[src/rtl/ram_arb_pkg.sv]
// Shared types and constants for the main-RAM arbiter: FSM state encoding,
// RAM bus widths and the registered RAM command bundle.
package ram_arb_pkg;

    localparam int RAM_AW = 21;
    localparam int RAM_DW = 32;
    localparam int RAM_BW = RAM_DW / 8;

    typedef enum logic [1:0] {
        IDLE     = 2'd0,
        CPU_XFER = 2'd1,
        DMA_XFER = 2'd2,
        CPU_DONE = 2'd3
    } ram_arb_state_t;

    // Everything latched into the RAM_* registers at grant time.
    typedef struct packed {
        logic [RAM_AW-1:0] a;
        logic [RAM_DW-1:0] di;
        logic              wen;
        logic [RAM_BW-1:0] ben;
    } ram_cmd_t;

    localparam ram_cmd_t RAM_CMD_RESET = '{a: '0, di: '0, wen: 1'b1, ben: '0};

endpackage

[src/rtl/ram_arb.sv]
// Shares the single main-RAM port between the CPU and the DMA engine.
// CPU normally wins; after STARVE_MAX CPU grants with DMA pending, DMA wins.
module ram_arb
    import ram_arb_pkg::*;
#(
    parameter int STARVE_MAX = 8
) (
    input  logic              CLK,
    input  logic              RES,
    input  logic              C_CEn,
    input  logic              C_BCYSTn,
    input  logic [RAM_AW-1:0] C_A,
    input  logic [RAM_DW-1:0] C_DI,
    input  logic              C_WEn,
    input  logic [RAM_BW-1:0] C_BEn,
    output logic [RAM_DW-1:0] C_DO,
    output logic              C_READYn,
    input  logic              D_REQ,
    input  logic [RAM_AW-1:0] D_A,
    input  logic [RAM_DW-1:0] D_DI,
    input  logic              D_WE,
    input  logic [RAM_BW-1:0] D_BEn,
    output logic [RAM_DW-1:0] D_DO,
    output logic              D_ACK,
    output logic              RAM_CEn,
    output logic [RAM_AW-1:0] RAM_A,
    output logic [RAM_DW-1:0] RAM_DI,
    output logic              RAM_WEn,
    output logic [RAM_BW-1:0] RAM_BEn,
    input  logic [RAM_DW-1:0] RAM_DO,
    input  logic              RAM_READYn
);

    localparam logic [7:0] STARVE_LIM = 8'(STARVE_MAX);

    ram_arb_state_t    state_q, state_d;
    logic [7:0]        starve_cnt_q, starve_cnt_d;
    ram_cmd_t          ram_cmd_q, ram_cmd_d;
    logic              ram_cen_q, ram_cen_d;
    logic [RAM_DW-1:0] c_do_q, c_do_d;
    logic [RAM_DW-1:0] d_do_q, d_do_d;
    logic              c_readyn_q, c_readyn_d;
    logic              d_ack_q, d_ack_d;

    logic              cpu_req, dma_req, dma_wins;
    ram_cmd_t          cpu_cmd, dma_cmd;

    // A D_REQ still high in the D_ACK cycle belongs to the finished transfer.
    assign cpu_req  = ~C_CEn;
    assign dma_req  = D_REQ & ~d_ack_q;
    assign dma_wins = dma_req & (~cpu_req | (starve_cnt_q >= STARVE_LIM));

    assign cpu_cmd = '{a: C_A, di: C_DI, wen: C_WEn, ben: C_BEn};
    assign dma_cmd = '{a: D_A, di: D_DI, wen: ~D_WE, ben: D_BEn};

    always_comb begin
        // NOTE: every signal gets its hold value first so no path can infer a latch.
        state_d      = state_q;
        starve_cnt_d = starve_cnt_q;
        ram_cmd_d    = ram_cmd_q;
        ram_cen_d    = ram_cen_q;
        c_do_d       = c_do_q;
        d_do_d       = d_do_q;
        d_ack_d      = 1'b0;

        unique case (state_q)
            IDLE: begin
                if (dma_wins) begin
                    state_d      = DMA_XFER;
                    ram_cmd_d    = dma_cmd;
                    ram_cen_d    = 1'b0;
                    starve_cnt_d = '0;
                end else if (cpu_req) begin
                    state_d   = CPU_XFER;
                    ram_cmd_d = cpu_cmd;
                    ram_cen_d = 1'b0;
                    if (D_REQ && starve_cnt_q < STARVE_LIM)
                        starve_cnt_d = starve_cnt_q + 8'd1;
                end
            end
            CPU_XFER: begin
                if (!RAM_READYn) begin
                    state_d   = CPU_DONE;
                    ram_cen_d = 1'b1;
                    c_do_d    = RAM_DO;
                end
            end
            DMA_XFER: begin
                if (!RAM_READYn) begin
                    state_d   = IDLE;
                    ram_cen_d = 1'b1;
                    d_do_d    = RAM_DO;
                    d_ack_d   = 1'b1;
                end
            end
            CPU_DONE: begin
                if (C_CEn || !C_BCYSTn)
                    state_d = IDLE;
            end
            default: state_d = IDLE;
        endcase

        c_readyn_d = (state_d != CPU_DONE);
    end

    always_ff @(posedge CLK) begin
        // NOTE: non-blocking assignments so every flop samples pre-edge values.
        if (RES) begin
            state_q      <= IDLE;
            starve_cnt_q <= '0;
            ram_cmd_q    <= RAM_CMD_RESET;
            ram_cen_q    <= 1'b1;
            c_do_q       <= '0;
            d_do_q       <= '0;
            c_readyn_q   <= 1'b1;
            d_ack_q      <= 1'b0;
        end else begin
            state_q      <= state_d;
            starve_cnt_q <= starve_cnt_d;
            ram_cmd_q    <= ram_cmd_d;
            ram_cen_q    <= ram_cen_d;
            c_do_q       <= c_do_d;
            d_do_q       <= d_do_d;
            c_readyn_q   <= c_readyn_d;
            d_ack_q      <= d_ack_d;
        end
    end

    assign C_DO     = c_do_q;
    assign C_READYn = c_readyn_q;
    assign D_DO     = d_do_q;
    assign D_ACK    = d_ack_q;
    assign RAM_CEn  = ram_cen_q;
    assign RAM_A    = ram_cmd_q.a;
    assign RAM_DI   = ram_cmd_q.di;
    assign RAM_WEn  = ram_cmd_q.wen;
    assign RAM_BEn  = ram_cmd_q.ben;

endmodule

[config.mk]
export PLATFORM = sky130hd
export DESIGN_NAME = ram_arb
export DESIGN_NICKNAME = d
export VERILOG_FILES = /design/src/rtl/ram_arb_pkg.sv /design/src/rtl/ram_arb.sv
export SDC_FILE = /design/constraint.sdc
export NUM_CORES = 1
export LEC_CHECK = 0
export BUFFER_PORTS_ARGS = -buffer_cell sky130_fd_sc_hd__buf_2
export CORE_AREA = 2 2 108 110
export CTS_CLUSTER_SIZE = 16
export DETAILED_ROUTE_END_ITERATION = 10
export DIE_AREA = 0 0 110 112
export MAX_ROUTING_LAYER = met4
export PLACE_DENSITY_LB_ADDON = 0.1
export SYNTH_ARGS = -nofsm -noshare
export SYNTH_HDL_FRONTEND = slang
export SYNTH_SLANG_ARGS = --single-unit
export TNS_END_PERCENT = 100
[constraint.sdc]
create_clock -name CLK -period 2.6 [get_ports CLK]
set_input_delay 0.26 -clock CLK [delete_from_list [all_inputs] [get_ports CLK]]
set_output_delay 0.26 -clock CLK [all_outputs]
set_load 0.03 [all_outputs]
==> results of run 1 <==
==> area by class of cell <==
class                   count  area (sq um)  area share
clock buffers              26         509.2     0.06905
clock inverters             6         112.6     0.01527
inverters                  10         37.54    0.005090
multi-input cells         370          2350      0.3186
flip-flops and latches    135          2703      0.3665
well taps                 143         178.9     0.02426
repair buffers            287          1484      0.2012
==> critical path, stage by stage (launching register included) <==
cell,delay (ps)
dfxtp_1,320
or4_4,590
o21bai_4,170
buf_12,310
mux2i_1,250
a2bb2oi_1,160
==> routing by layer <==
layer,vias to the layer above,share of wire
met3,27,0.066
met2,180,0.50
li1,2467,-
met4,0,0.023
met5,-,0
met1,2251,0.41
==> per-stage QoR <==
| stage | hold WS [ps] | worst slack, ps | util | cell area [sq um] | std cells |
|---|---|---|---|---|---|
| after global placement | 439.1 | 754.4 | 0.6043 | 6753 | 945 |
| final | 90.48 | 698.1 | 0.6599 | 7375 | 977 |
| after floorplan | 396.0 | 820.1 | - | 5340 | 557 |
| after global routing | 75.44 | 561.4 | 0.6599 | 7375 | 977 |
| after CTS | 76.32 | 692.8 | 0.6599 | 7375 | 977 |
| after detailed placement | 442.5 | 705.9 | 0.6043 | 6753 | 945 |
==> flip-flops by register name (all words and copies together), names as in the netlist, 2 cells and up <==
register / cells
RAM_A: 21
state_q: 2
RAM_DI: 32
starve_cnt_q: 8
C_DO: 32
RAM_BEn: 4
D_DO: 32
==> how the worst max path moves through the flow <==
stage / start / end / depth (start not counted)
after floorplan: D_ACK / RAM_WEn / 6
after global placement: starve_cnt_q[3] / RAM_DI[23] / 5
after detailed placement: starve_cnt_q[3] / RAM_DI[23] / 5
after CTS: starve_cnt_q[3] / RAM_WEn / 5
after global routing: state_q[0] / D_DO[17] / 6
final: starve_cnt_q[3] / RAM_WEn / 5
==> power breakdown <==
group | internal, mW | switching (mW) | leakage, nW | total (mW)
Sequential | 2.27 | 0.104 | 1.10 | 2.38
Combinational | 0.419 | 0.849 | 2.24 | 1.27
Clock | 1.64 | 0.853 | 0.293 | 2.49
==> cells by family after synthesis <==
group / count (synthesis) / share of synthesized area
AND/OR/NAND/NOR: 161 / 0.1232
buffers and inverters: 52 / 0.05787
multiplexers: 58 / 0.1087
AO/OA/AOI/OAI: 143 / 0.1853
flip-flops: 135 / 0.5061
adder cells (fa/ha/maj): 8 / 0.01874
==> layout by cell type (no fill, tap or decap), types with 2 or more instances in the layout <==
master / Yosys / final
nor2_1: 5 / 5
bufinv_16: 0 / 3
buf_2: 0 / 278
nand2_1: 137 / 137
a211oi_1: 2 / 2
nand3_1: 3 / 2
clkbuf_16: 0 / 17
ha_1: 8 / 8
clkinvlp_4: 0 / 3
nor2b_2: 0 / 2
buf_12: 7 / 2
buf_4: 0 / 7
clkbuf_8: 0 / 5
clkbuf_1: 35 / 4
mux2i_1: 58 / 58
dfxtp_1: 135 / 135
o2bb2ai_1: 59 / 59
nand2b_1: 2 / 2
inv_1: 10 / 10
a21oi_1: 71 / 70
and2_1: 2 / 2
nand3b_1: 2 / 2
nor4_1: 2 / 2
nor2b_1: 4 / 2
==> run_results.csv, run 1 <==
group,metric,value,unit
critical_path,end_kind,"flip-flop",
clocking,cts_max_level,4,
yosys,synth_cell_types,32,
global_routing,grt_first_pass_wirelength,22.77,mm
global_routing,grt_use_met3,0.06499,
placed_design,io_buffer_count,278,
critical_path,timing.rr.start,"starve_cnt_q[3]",
timing,timing.final.hold_violations,0,
floorplanning,core,0.01117,sq mm
placed_design,hpwlAfterDp,10.41,mm
global_routing,gr-max-usage-layer,"met2",
clocking,clkLatencyLatePin,410,ps
clocking,clock_sinks,135,
route,drc,0,
global_routing,grt_max_degree,68,
timing,fin_crit_sh,0.7315,
yosys,synth_top_area_share,0.5061,
global_routing,grt_use_met1,0.2901,
clocking,cts_buffer_depth,2,
run,maxCapViolCount,0,
cells_and_area,diodes,0,
timing,rsz0062_at_grt,"false",
global_routing,gr-total-overflow,0,
placed_design,gp_congestion,0.8462,
cells_and_area,syn_to_final_growth,38.10,%
clocking,cts_tree,"done",
floorplanning,top_level_ports,279,
global_routing,grt_use_met2,0.3877,
yosys,ys_seq_area_frac,0.5061,
route,wl,14.65,mm
min_path,hp-class,"in -> reg",
yosys,synth-edff-count,0,
clocking,cts_buffers,17,
cells_and_area,n_fill_cell,940,
min_path,holdPathEnd,"D_DO[24]",
global_routing,first_global_vias,4725,
critical_path,reg2reg_to,"RAM_WEn",
critical_path,cp.required,2940,ps
clocking,post_cts_buffers,0,
route,drt_pre_antenna_iters,4,
floorplanning,die_h,112,um
clocking,path_clk_slew,50,ps
floorplanning,start_util,0.4779,
floorplanning,dieArea,0.01232,sq mm
global_routing,antenna_found_initial,0,
route,routedWlPerCell,15.00,um
cells_and_area,drive_gt1_frac,0.3873,
route,post_drt_via_cell_ratio,5.041,
clocking,cts-resized-gates,0,
route,drtIter0Drc,267,
timing,worst_pin_slew,677.5,ps
min_path,min_path_cells,3,
min_path,hold_path_startpoint,"RAM_DO[24]",
yosys,ys_seq_elements,135,
timing,final-setup-viol-count,0,
clocking,cts_root_buffer,"clkbuf_16",
yosys,async_flop_share,0,
timing,relSlewSlack,0.5483,
yosys,yosys.area.top_type,"dfxtp_1",
critical_path,critPathLaunchType,"flip-flop",
timing,finClkSkew,7.077,ps
global_routing,grt_usage,0.2449,
critical_path,path_class,"reg -> reg",
yosys,synth_common_cells,"137 x nand2_1, 135 x dfxtp_1, 71 x a21oi_1",
yosys,syn_inst,557,
cells_and_area,layout.nets,983,
yosys,syn_avg_cell_area,9.587,sq um
run_status,status,"finished clean",
critical_path,reg2reg_setup_slack,700,ps
critical_path,reg2regPathDepth,5,
route,vias,4925,
power_and_ir_drop,p_total,6.135,mW
route,antenna_left,0,
timing,setup-tns-final,0,ps
timing,min_period,1902,ps
yosys,syn_nets,719,
yosys,ys.flop_type,"dfxtp_1",
yosys,yosys_warnings,0,
power_and_ir_drop,powerDensity,831.9,mW/mm^2
critical_path,worstPathMaxFanout,46,
yosys,synth_area,0.005340,sq mm
power_and_ir_drop,leakagePower,3.631,nW
critical_path,crit_arrival,2240,ps
power_and_ir_drop,peakVddDrop,0.0005981,V
yosys,yosysMostFrequentCell,"nand2_1",
timing,slew_violations,0,
clocking,hold_buffers,0,
floorplanning,rows,39,
timing,max_freq,525.8,MHz
floorplanning,die_x,110,um
yosys,synthTopCellsByArea,"dfxtp_1 51%, mux2i_1 11%, o2bb2ai_1 9.7%",
Note: power is estimated with default switching activity, not from simulation.
==> run 2: changes to the inputs <==
--- a/config.mk
+++ b/config.mk
@@ -6,10 +6,9 @@
 export NUM_CORES = 1
 export LEC_CHECK = 0
 export BUFFER_PORTS_ARGS = -buffer_cell sky130_fd_sc_hd__buf_2
-export CORE_AREA = 2 2 108 110
+export CORE_UTILIZATION = 41
 export CTS_CLUSTER_SIZE = 16
 export DETAILED_ROUTE_END_ITERATION = 10
-export DIE_AREA = 0 0 110 112
 export MAX_ROUTING_LAYER = met4
 export PLACE_DENSITY_LB_ADDON = 0.1
 export SYNTH_ARGS = -nofsm -noshare
==> constraint.sdc (replaced) <==
create_clock -name CLK -period 1.53 [get_ports CLK]
set_input_delay 0.153 -clock CLK [delete_from_list [all_inputs] [get_ports CLK]]
set_output_delay 0.153 -clock CLK [all_outputs]
set_load 0.03 [all_outputs]
==> run_results.csv, run 2 (synthesis results as in run 1) <==
group,metric,value,unit
placed_design,dp.cells,996,
run,maxCapViolCount,0,
global_routing,grt_usage,0.2523,
clocking,cts_buffer_depth,2,
timing,fin_crit_sh,1.181,
critical_path,timing.rr.start,"starve_cnt_q[6]",
critical_path,reg2regPathDepth,6,
floorplanning,dieArea,0.01349,sq mm
cells_and_area,layoutNonFillerInstCount,1134,
global_routing,grt_first_pass_wirelength,25.20,mm
cells_and_area,post-route-util,0.7060,
critical_path,reg2reg_setup_slack,-280,ps
timing,rsz0062_at_grt,"true",
global_routing,grt_max_degree,68,
placed_design,pre_cts_slack,-257.6,ps
route,routedWlPerCell,15.47,um
clocking,cts_root_buffer,"clkbuf_16",
global_routing,gr-total-overflow,0,
critical_path,worstPathMaxFanout,12,
timing,timing.hold.ws,1.754,ps
cells_and_area,syn_to_final_growth,67.53,%
cells_and_area,final_cell_mix,"278 x buf_2, 136 x nand2_1, 134 x dfxtp_1",
power_and_ir_drop,peakVddDrop,0.0006841,V
timing,final-setup-viol-count,66,
placed_design,gp_congestion,0.8068,
critical_path,end_kind,"flip-flop",
route,drt_pre_antenna_iters,4,
run_status,status,"complete, but fails checks",
power_and_ir_drop,p_total,10.94,mW
power_and_ir_drop,leakagePower,4.241,nW
clocking,path_clk_slew,60,ps
timing,setup_slack,-276.6,ps
route,drc,0,
min_path,hp-class,"in -> reg",
route,wl,17.54,mm
clocking,clock_sinks,135,
route,post_drt_via_cell_ratio,4.962,
cells_and_area,diodes,0,
route,drtIter0Drc,297,
floorplanning,rows,41,
floorplanning,die_x,116.1,um
route,vias,5627,
timing,worst_pin_slew,317.9,ps
cells_and_area,final_common_cell,"buf_2",
clocking,cts_buffers,17,
critical_path,reg2reg_to,"RAM_A[1]",
critical_path,path_class,"reg -> reg",
min_path,min_path_cells,3,
timing,max_freq,553.5,MHz
critical_path,cp.required,1840,ps
run_status,violations,"negative setup slack",
floorplanning,start_util,0.4214,
min_path,holdPathEnd,"RAM_DI[29]",
power_and_ir_drop,powerDensity,1223,mW/mm^2
floorplanning,top_level_ports,279,
global_routing,antenna_found_initial,0,
floorplanning,core,0.01267,sq mm
clocking,cts_tree,"done",
timing,timing.final.hold_violations,0,
critical_path,crit_arrival,2110,ps
placed_design,hpwlAfterDp,10.61,mm
timing,min_period,1807,ps
min_path,hold_path_startpoint,"D_DI[29]",
critical_path,critPathLaunchType,"flip-flop",
clocking,cts_max_level,4,
clocking,clkLatencyLatePin,430,ps
cells_and_area,drive_gt1_frac,0.3971,
floorplanning,die_h,116.1,um
timing,finClkSkew,12.93,ps
timing,relSlewSlack,0.7861,
route,antenna_left,0,
timing,slew_violations,0,
global_routing,first_global_vias,5445,
cells_and_area,layout.nets,1111,
placed_design,io_buffer_count,278,
run 2: cell types whose count changed in the layout (fill, tap and decap cells not counted), sizes merged:
cell / previous run / this run
clkinvlp: 3 / 5
buf: 287 / 315
clkbuf: 26 / 25
clkinv: 0 / 4
dlygate4sd3: 0 / 95
run 2: cell type report:
cell class / count / area, sq um
Fill cell: 939 / 3725
Timing Repair Buffer: 415 / 2899
Sequential cell: 135 / 2704
Multi-Input combinational cell: 370 / 2482
Clock buffer: 20 / 456.7
Tap cell: 172 / 215.2
Clock inverter: 12 / 151.4
Inverter: 10 / 37.54
run 2: repair_timing:
item / 4_1_cts / 5_1_grt
pin swaps: 0 / 2
gates cloned: 1 / 5
gates resized for setup: 5 / 35
buffers inserted: 3 / 4
hold buffers: 95 / 0
hold endpoints to repair: 103 / 0
endpoints found under the setup margin: 66 / 93
run 2: metrics by stage:
step	TNS [ps]	instance area, sq um
4_1_cts	-12910	8675
2_1_floorplan	-7223	5351
5_1_grt	-17600	8946
3_5_place_dp	-12690	7049
3_3_place_gp	-9657	7049
6_report	-13700	8946
run 2: power breakdown:
group | leakage (nW) | internal (mW) | switching, mW
Sequential | 1.10 | 3.86 | 0.190
Clock | 0.284 | 2.64 | 1.54
Combinational | 2.85 | 1.11 | 1.61
Total | 4.24 | 7.61 | 3.34
run 2: critical path, cell delays in order, from the launching register on:
cell	delay (ps)
dfxtp_1	310
or4_4	550
o21bai_4	190
buf_4	150
buf_12	150
mux2i_1	230
o2bb2ai_1	100
run 2: metal layers:
metal / track usage / routed length (um) / up-vias
met2: 0.4357 / 8715 / 259
met5: - / 0 / -
met4: 0.1265 / 595 / 0
li1: - / - / 2724
met1: 0.2644 / 6999 / 2594
met3: 0.06954 / 1231 / 50
run 2: worst max-delay path by stage:
stage / startpoint / endpoint / slack, ps / depth (start not counted)
5_1_grt: starve_cnt_q[6] / RAM_A[5] / -330 / 6
3_5_place_dp: starve_cnt_q[6] / RAM_A[5] / -260 / 5
6_report: starve_cnt_q[6] / RAM_A[1] / -280 / 6
3_3_place_gp: starve_cnt_q[6] / RAM_A[7] / -200 / 5
2_1_floorplan: starve_cnt_q[6] / RAM_A[20] / -120 / 6
4_1_cts: starve_cnt_q[6] / RAM_DI[3] / -240 / 6
